`src/rtl/snn_inference_scheduler.sv`:
```
// Per-sample sequencer for the integrate-and-fire network. It rate-codes latched intensities
// into input spikes, counts output spikes, and reports the argmax class over valid/ready.
module snn_inference_scheduler #(
   parameter int unsigned NUM_INPUTS      = 4,
   parameter int unsigned NUM_OUTPUTS     = 2,
   parameter int unsigned INTENSITY_WIDTH = 8,
   parameter int unsigned NUM_STEPS       = 16,
   parameter int unsigned CLEAR_CYCLES    = 2,
   parameter int unsigned DRAIN_CYCLES    = 4,
   parameter int unsigned COUNT_WIDTH     = 8,
   localparam int unsigned CLASS_WIDTH    = (NUM_OUTPUTS > 1) ? $clog2(NUM_OUTPUTS) : 1
) (
   input  logic                                  clk,
   input  logic                                  rst,
   input  logic                                  in_valid,
   output logic                                  in_ready,
   input  logic [NUM_INPUTS*INTENSITY_WIDTH-1:0] in_intensity,
   output logic                                  net_rst,
   output logic [NUM_INPUTS-1:0]                 net_spike_in,
   input  logic [NUM_OUTPUTS-1:0]                net_spike_out,
   output logic                                  busy,
   output logic                                  out_valid,
   input  logic                                  out_ready,
   output logic [CLASS_WIDTH-1:0]                out_class,
   output logic [COUNT_WIDTH-1:0]                out_max_count,
   output logic                                  out_none
);

   localparam int unsigned W = INTENSITY_WIDTH;
   localparam int unsigned MAX_A = (CLEAR_CYCLES > NUM_STEPS) ? CLEAR_CYCLES : NUM_STEPS;
   localparam int unsigned MAX_PHASE = (DRAIN_CYCLES > MAX_A) ? DRAIN_CYCLES : MAX_A;
   localparam int unsigned PHASE_WIDTH = (MAX_PHASE > 1) ? $clog2(MAX_PHASE) : 1;
   localparam logic [PHASE_WIDTH-1:0] CLEAR_LAST = PHASE_WIDTH'(CLEAR_CYCLES - 1);
   localparam logic [PHASE_WIDTH-1:0] RUN_LAST = PHASE_WIDTH'(NUM_STEPS - 1);
   localparam logic [PHASE_WIDTH-1:0] DRAIN_LAST =
      PHASE_WIDTH'((DRAIN_CYCLES > 0) ? DRAIN_CYCLES - 1 : 0);
   localparam logic [CLASS_WIDTH-1:0] SCAN_LAST = CLASS_WIDTH'(NUM_OUTPUTS - 1);
   localparam logic [COUNT_WIDTH-1:0] COUNT_MAX = '1;

   typedef enum logic [2:0] {
      StIdle,
      StClear,
      StRun,
      StDrain,
      StArgmax,
      StDone
   } state_e;

   state_e                          r_state;
   state_e                          w_state_next;
   logic [PHASE_WIDTH-1:0]          r_phase;
   logic [CLASS_WIDTH-1:0]          r_scan;
   logic [NUM_INPUTS*W-1:0]         r_intensity;
   logic [W-1:0]                    r_acc [NUM_INPUTS];
   logic [COUNT_WIDTH-1:0]          r_count [NUM_OUTPUTS];
   logic [CLASS_WIDTH-1:0]          r_best_idx;
   logic [COUNT_WIDTH-1:0]          r_best_cnt;
   logic [CLASS_WIDTH-1:0]          r_out_class;
   logic [COUNT_WIDTH-1:0]          r_out_max;
   logic                            r_out_none;

   logic [W:0]                      w_sum [NUM_INPUTS];
   logic                            w_accept;
   logic [COUNT_WIDTH-1:0]          w_scan_cnt;
   logic                            w_take;
   logic [CLASS_WIDTH-1:0]          w_best_idx_next;
   logic [COUNT_WIDTH-1:0]          w_best_cnt_next;

   assign in_ready      = (r_state == StIdle) && !rst;
   assign w_accept      = in_valid && in_ready;
   assign net_rst       = rst || (r_state == StClear);
   assign busy          = (r_state != StIdle);
   assign out_valid     = (r_state == StDone);
   assign out_class     = r_out_class;
   assign out_max_count = r_out_max;
   assign out_none      = r_out_none;

   // The carry out of each phase accumulator is the spike for that step.
   always_comb begin
      net_spike_in = '0;
      for (int i = 0; i < NUM_INPUTS; i++) begin
         w_sum[i]        = {1'b0, r_acc[i]} + {1'b0, r_intensity[i*W +: W]};
         net_spike_in[i] = (r_state == StRun) && w_sum[i][W];
      end
   end

   // Index 0 is always taken first; later indices only win on a strictly greater count.
   always_comb begin
      w_scan_cnt      = r_count[r_scan];
      w_take          = (r_scan == '0) || (w_scan_cnt > r_best_cnt);
      w_best_idx_next = w_take ? r_scan : r_best_idx;
      w_best_cnt_next = w_take ? w_scan_cnt : r_best_cnt;
   end

   always_comb begin
      w_state_next = r_state;
      unique case (r_state)
         StIdle: begin
            if (w_accept) w_state_next = StClear;
         end
         StClear: begin
            if (r_phase == CLEAR_LAST) w_state_next = StRun;
         end
         StRun: begin
            if (r_phase == RUN_LAST) begin
               if (DRAIN_CYCLES > 0) w_state_next = StDrain;
               else                  w_state_next = StArgmax;
            end
         end
         StDrain: begin
            if (r_phase == DRAIN_LAST) w_state_next = StArgmax;
         end
         StArgmax: begin
            if (r_scan == SCAN_LAST) w_state_next = StDone;
         end
         StDone: begin
            if (out_ready) w_state_next = StIdle;
         end
         default: w_state_next = StIdle;
      endcase
   end

   always_ff @(posedge clk) begin
      if (rst) begin
         r_state     <= StIdle;
         r_phase     <= '0;
         r_scan      <= '0;
         r_intensity <= '0;
         r_best_idx  <= '0;
         r_best_cnt  <= '0;
         r_out_class <= '0;
         r_out_max   <= '0;
         r_out_none  <= 1'b0;
         for (int i = 0; i < NUM_INPUTS; i++) r_acc[i] <= '0;
         for (int j = 0; j < NUM_OUTPUTS; j++) r_count[j] <= '0;
      end else begin
         r_state <= w_state_next;
         r_phase <= (w_state_next != r_state) ? '0 : r_phase + 1'b1;

         if (w_accept) begin
            r_intensity <= in_intensity;
            for (int i = 0; i < NUM_INPUTS; i++) r_acc[i] <= '0;
            for (int j = 0; j < NUM_OUTPUTS; j++) r_count[j] <= '0;
         end

         if (r_state == StRun) begin
            for (int i = 0; i < NUM_INPUTS; i++) r_acc[i] <= w_sum[i][W-1:0];
         end

         if ((r_state == StRun) || (r_state == StDrain)) begin
            for (int j = 0; j < NUM_OUTPUTS; j++) begin
               if (net_spike_out[j] && (r_count[j] != COUNT_MAX)) begin
                  r_count[j] <= r_count[j] + 1'b1;
               end
            end
         end

         if (r_state == StArgmax) begin
            r_scan     <= r_scan + 1'b1;
            r_best_idx <= w_best_idx_next;
            r_best_cnt <= w_best_cnt_next;
            if (r_scan == SCAN_LAST) begin
               r_out_class <= w_best_idx_next;
               r_out_max   <= w_best_cnt_next;
               r_out_none  <= (w_best_cnt_next == '0);
            end
         end else begin
            r_scan <= '0;
         end
      end
   end

endmodule

```
`config.mk`:
```
export PLATFORM = sky130hd
export DESIGN_NAME = snn_inference_scheduler
export DESIGN_NICKNAME = d
export VERILOG_FILES = /design/src/rtl/snn_inference_scheduler.sv
export SDC_FILE = /design/constraint.sdc
export NUM_CORES = 1
export LEC_CHECK = 0
export CORE_MARGIN = 3
export CORE_UTILIZATION = 40
export DETAILED_ROUTE_END_ITERATION = 6
export SLEW_MARGIN = 20
export SYNTH_ARGS = -nofsm -noshare
export SYNTH_HDL_FRONTEND = slang
export SYNTH_SLANG_ARGS = --single-unit
```
`constraint.sdc`:
```
create_clock -name clk -period 2.6 [get_ports clk]
set_clock_uncertainty 0.05 [all_clocks]
set_input_delay 0.39 -clock clk [delete_from_list [all_inputs] [get_ports clk]]
set_output_delay 0.39 -clock clk [all_outputs]
set_load 0.005 [all_outputs]
```
# Yosys cells after proc, flatten, opt, wreduce, memory -nomap -nowiden

Memories as Yosys holds them, arrays and structs flattened. A register that Yosys moved wholly into a read port is not among the register bits.
Cells that the tools add are included.

$add $sub $neg: 8
$mul: 0
Div/mod/pow operators: 0
$lt $le $gt $ge: 1
Equality and inequality tests: 11
Shifts and indexed selects: 0
Multiplexer cells: 38
Bitwise gates (word level): 14
Reductions and logical operators: 18

Operators by type and width:

| kind                                           | count |
|---|---|
| 2-to-1 mux 8 bit                               | 13 |
| adder 8 x 8 -> 9 bit                           | 4 |
| 2-to-1 mux 1 bit                               | 18 |
| 2-to-1 mux 3 bit                               | 6 |
| case mux 3 bit (6 select lines)                | 1 |
| adder 8 x 1 -> 8 bit (second input constant)   | 2 |
| inequality test 8 bit (second input constant)  | 2 |
| bitwise OR 1 bit                               | 12 |
| greater-than comparator 8 bit                  | 1 |
| logical AND 1 bit                              | 8 |
| logical NOT 8 bit                              | 1 |
| == test 3 x 2 -> 1 bit (second input constant) | 2 |
| == test 3 bit (second input constant)          | 2 |
| adder 4 x 1 -> 4 bit (second input constant)   | 1 |
| == test 4 x 1 -> 1 bit (second input constant) | 1 |
| == test 4 x 2 -> 1 bit (second input constant) | 1 |
| == test 4 bit (second input constant)          | 1 |
| OR reduction 2 bit                             | 2 |
| == test 3 x 1 -> 1 bit (second input constant) | 1 |
| logical NOT 3 bit                              | 1 |
| logical OR 1 bit                               | 3 |
| inequality test 3 bit                          | 1 |
| nonzero test 3 bit                             | 1 |
| inverter 1 bit                                 | 2 |
| other kinds (3)                                | 3 |

Register bits after elaboration: 59
Latch bits: 0
RAM bits: 48
ROM bits: 0
Input port bits: 38
Output and inout bits: 18
Word-level logic and storage cells: 101
Memories: 2

Memory list:

| memory  | depth | width | read ports | clocked after Yosys merged registers in | write ports | RTL line | text |
|---|---|---|---|---|---|---|---|
| r_acc   | 4     | 8     | 4          | 0                                       | 4           | 54       | `logic [W-1:0] r_acc [NUM_INPUTS];` |
| r_count | 2     | 8     | 3          | 1                                       | 2           | 55       | `logic [COUNT_WIDTH-1:0] r_count [NUM_OUTPUTS];` |

# Logic depth before layout (Yosys ltp)

Depth in word-level cells: 8
Mapped depth: 13
Depth with buffers taken out: 9

# Worst setup path before layout

OpenSTA, ideal clock, no wires.

Path kind: register to register
Start: reg r_scan
End: reg r_out_max[5] (netlist: out_max_count[5])
Library setup time: 0.120 ns
Arrival time: 2.332 ns
Required time: 2.430 ns
Path slack: 0.098 ns
Stages on the path, launching flop included: 13
Buffers on the path: 3
Clock period less this slack: 2.502 ns
Path through: dfxtp_1 > buf_6 > buf_6 > mux2i_1 > inv_1 > ha_1 > nor2b_1 > o211ai_1 > a21oi_1 > o21a_1 > buf_6 > nor4_2 > a211o_1

Cells in the longest elaborated chain, start to end: 3
Elaborated cells on any way between the ends: 4
Those cells by class: mux: 1; bitwise: 1; reduce/logical: 2

RTL lines:

| item                   | RTL line | text |
|---|---|---|
| from (decl)            | 52       | `logic [CLASS_WIDTH-1:0] r_scan;` |
| from (signal assigned) | 159      | `r_scan <= r_scan + 1'b1;` |
| inverter 1 bit         | 90       | `w_take = (r_scan == '0) \|\| (w_scan_cnt > r_best_cnt);` |
| logical OR 1 bit       | 90       |  |
| 2-to-1 mux 8 bit       | 92       | `w_best_cnt_next = w_take ? w_scan_cnt : r_best_cnt;` |
| to (signal assigned)   | 164      | `r_out_max <= w_best_cnt_next;` |
| to (decl)              | 59       | `logic [COUNT_WIDTH-1:0] r_out_max;` |

Parallel ways exist; a longest one is shown, timed or not.
A chain may end at the register's enable or synchronous reset.

# Final worst setup path

Start: reg r_intensity[16]
End: out net_spike_in[2]

Cells in the longest elaborated chain, start to end: 2

RTL lines:

| item                   | RTL line | text |
|---|---|---|
| from (decl)            | 53       | `logic [NUM_INPUTS*W-1:0] r_intensity;` |
| from (signal assigned) | 141      | `r_intensity <= in_intensity;` |
| adder 8 x 8 -> 9 bit   | 82       | `w_sum[i] = {1'b0, r_acc[i]} + {1'b0, r_intensity[i*W +: W]};` |
| logical AND 1 bit      | 83       | `net_spike_in[i] = (r_state == StRun) && w_sum[i][W];` |
| to (decl)              | 19       | `output logic [NUM_INPUTS-1:0] net_spike_in,` |

Every way passes these cells.

==> flow_summary.ini <==
[logic_synthesis]
syn_inst = 641
yosys.area.top_type = dfxtp_1
syn_avg_cell_area_um2 = 9.381
ys_async_sr_fraction_pct = 0
synthDistinctLibCells = 62
syn_nets = 727
synthTopCellsByArea = dfxtp_1 22%, edfxtp_1 20%, ha_1 9.2%, nand2_1 5.3%, nor2_1 3.9%
ys_ff_latch = 107
synth-edff-count = 40
synth_top_area_share_pct = 22.31
ys_seq_area_share_pct = 42.28
synth-warning-count = 0
syn_area_mm2 = 0.006013
synth_flop_cell = dfxtp_1

[worst_setup_path]
crit_slowest_cell = dfxtp_2
cp-start-kind = flop
crit_type = flop to primary output
endpoint_kind = primary output
slowest_delay_ns = 0.35
crit_chain = ha_4 > inv_2 > fa_2 > nor2b_1 > o21ai_1 > a21boi_2 > o21a_1 > o21ai_2 > a21oi_1 > buf_2
crit_required_ns = 2.16
crit_family = compound AO/OA/AOI/OAI gates
r2r_slack_ns = 0.06
rr_endpoint = r_best_cnt[3]$_SDFFE_PP0P_
worstReg2RegStart = r_scan$_SDFF_PP0_
reg2reg_depth = 12
startpoint = r_intensity[16]$_SDFFE_PP0P_
critPathBufInv = 2
crit_arrival_ns = 2.11
crit_fanout = 2

[grt]
antenna_found_initial = 0
grt_max_degree = 39
grt_pass1_wl_um = 23070
overflow = 0
first_global_vias = 4931
grt_usage_pct = 17.30

[layout]
area_growth_pct = 28.15
num-nets-final = 842
fillCellCount = 1324
diodes = 0
post-route-util_pct = 52.62
drive_gt1_share_pct = 22.08

[clock_network]
numCtsBuffers = 9
clk_latency_ns = 0.35
cts.sinks = 107
cts_tree = yes
cts-root-buf = clkbuf_16
path_clk_slew_ns = 0.07
h-tree-depth = 3
cts_max_path_buffers = 2

[placed_design]
portBuffers = 55
pre_cts_slack_ns = -0.1809
dp_hpwl_um = 9724
gp_congestion = 0.8531

[die]
die_y_um = 128.6
core_area_mm2 = 0.01464
rows = 44
die_area_mm2 = 0.01654
die_w_um = 128.6
start_util_pct = 41.06
ioPinCount = 56

[outcome]
status = finished, final reports clean

[drt]
wl_per_cell_um = 14.89
ant_nets = 0
drc = 0
firstDrtPassIters = 4
drt_iter0_drc = 321
vias = 4897
viasPerCell = 5.182
drt-total-wl_um = 14070

[sta]
fin_hold_ws_ns = 0.4053
rsz0062_at_grt = true
min_period_ns = 2.550
worst_slack_ns = 0.05039
fmax_mhz = 392.2
min_period_over_period_pct = 98.06
setup_viol = 0
slew_viol_final = 0
hold_viol = 0
slew_headroom_pct = 54.89
worst_pin_slew_ns = 0.6748

[power_and_ir_drop]
power_leakage_nw = 3.149
power_density_mw_per_mm2 = 506.3
ir_drop_mv = 0.4317
design_power_total_w = 0.003902

[hold_path]
worstHoldEndpoint = out_max_count[4]$_SDFFE_PP0P_
hold_class = flop to flop
min_from = out_max_count[4]$_SDFFE_PP0P_
hold_path_depth = 2

[job]
maxCapViolations = 0
==> flip-flops by register name, summed over array words and instances, names as in the netlist <==
| register | cells |
|---|---|
| r_acc | 32 |
| r_intensity | 32 |
| r_count | 16 |
| out_max_count | 8 |
| r_best_cnt | 8 |
| r_phase | 4 |
| r_state | 3 |
| out_class | 1 |
| out_none | 1 |
| r_best_idx | 1 |
| r_scan | 1 |
==> power breakdown <==
| group | internal [W] | switching (W) |
|---|---|---|
| sequential | 0.00184 | 0.0000699 |
| clock | 0.000678 | 0.000618 |
| combinational | 0.000342 | 0.000353 |
| total | 0.00286 | 0.00104 |
==> final cells by class <==
class                   count  area, um^2  area share [%]
clock buffers              12       246.5           3.199
well taps                 184       230.2           2.988
multi-input cells         469        3352           43.50
repair buffers            133        1161           15.07
flip-flops and latches    107        2552           33.12
clock inverters             4       28.78          0.3734
inverters                  36       135.1           1.754
==> worst register-to-register path, stage by stage (launching register included) <==
cell,delay (ns)
dfxtp_4,0.41
buf_6,0.14
mux2i_2,0.23
inv_1,0.11
ha_4,0.28
nand4_1,0.16
buf_4,0.20
nand2_4,0.06
o22ai_4,0.07
nor3_4,0.30
buf_12,0.18
mux2i_2,0.20
nor2_1,0.05
==> cell usage in the layout, fill, tap and decap left out, types with 8 or more instances in the layout <==
cell type,netlist,final
buf_4,2,73
ha_1,44,37
o21ai_0,20,13
clkbuf_16,0,10
clkdlybuf4s50_1,0,50
nor3_1,27,27
edfxtp_1,40,40
inv_1,35,31
nand2_1,85,84
and2_1,9,9
o211ai_1,10,10
nand3b_1,30,30
xnor2_1,8,8
a21oi_1,18,13
nor2b_1,14,11
nor2_1,63,62
and3_1,9,9
xor2_1,19,19
nand3_1,13,13
dfxtp_1,67,61
==> per-stage QoR <==
step,TNS (ns),instance area [um^2],std cells
2_1_floorplan,0,6013,641
3_3_place_gp,-0.2866,7029,902
3_5_place_dp,-0.5936,7029,902
4_1_cts,-0.02933,7535,941
5_1_grt,-0.3909,7706,945
6_report,0,7706,945
==> worst max path at each step <==
| stage | endpoint | slack, ns | depth (start not counted) |
|---|---|---|---|
| global placement | net_spike_in[0] | -0.1 | 10 |
| CTS | net_spike_in[3] | -0.03 | 10 |
| detailed placement | net_spike_in[3] | -0.18 | 10 |
| finish | net_spike_in[2] | 0.05 | 10 |
| global route | net_spike_in[2] | -0.1 | 10 |
| floorplan | out_max_count[5]$_SDFFE_PP0P_ | 0.1 | 12 |
==> Yosys cell counts (9+ instances only) <==
cell / instances
nand2_1: 85
dfxtp_1: 67
nor2_1: 63
ha_1: 44
edfxtp_1: 40
inv_1: 35
nand3b_1: 30
nor3_1: 27
o21ai_0: 20
xor2_1: 19
a21oi_1: 18
nor2b_1: 14
nand3_1: 13
buf_2: 11
mux2i_1: 11
o211ai_1: 10
and2_1: 9
and3_1: 9
==> per-layer routing <==
metal | wire length (um) | part of all wire (%) | up-vias | global-route usage [%]
met5 | 0 | 0 | - | 0
met4 | 246 | 1.7 | 0 | 4.756
met3 | 384 | 2.7 | 18 | 4.691
met2 | 6920 | 49 | 76 | 29.91
met1 | 6516 | 46 | 2328 | 21.29
li1 | - | - | 2475 | -
==> cells by family after synthesis <==
group	count (synthesis)	share of synthesized area, %
mux	15	2.622
buf+inv	65	5.035
simple gates	282	24.26
compound gates	97	11.38
fa+ha+maj	48	10.49
xor+xnor	27	3.933
flops	107	42.28
==> repair_timing <==
action	in CTS	in global routing
setup endpoints to repair	11	19
hold endpoints to repair	0	0
gates cloned	0	1
resized for setup	48	29
hold buffers	0	0
setup buffers	23	4
pin swaps	15	20
Power figures use the tool's default switching activity.
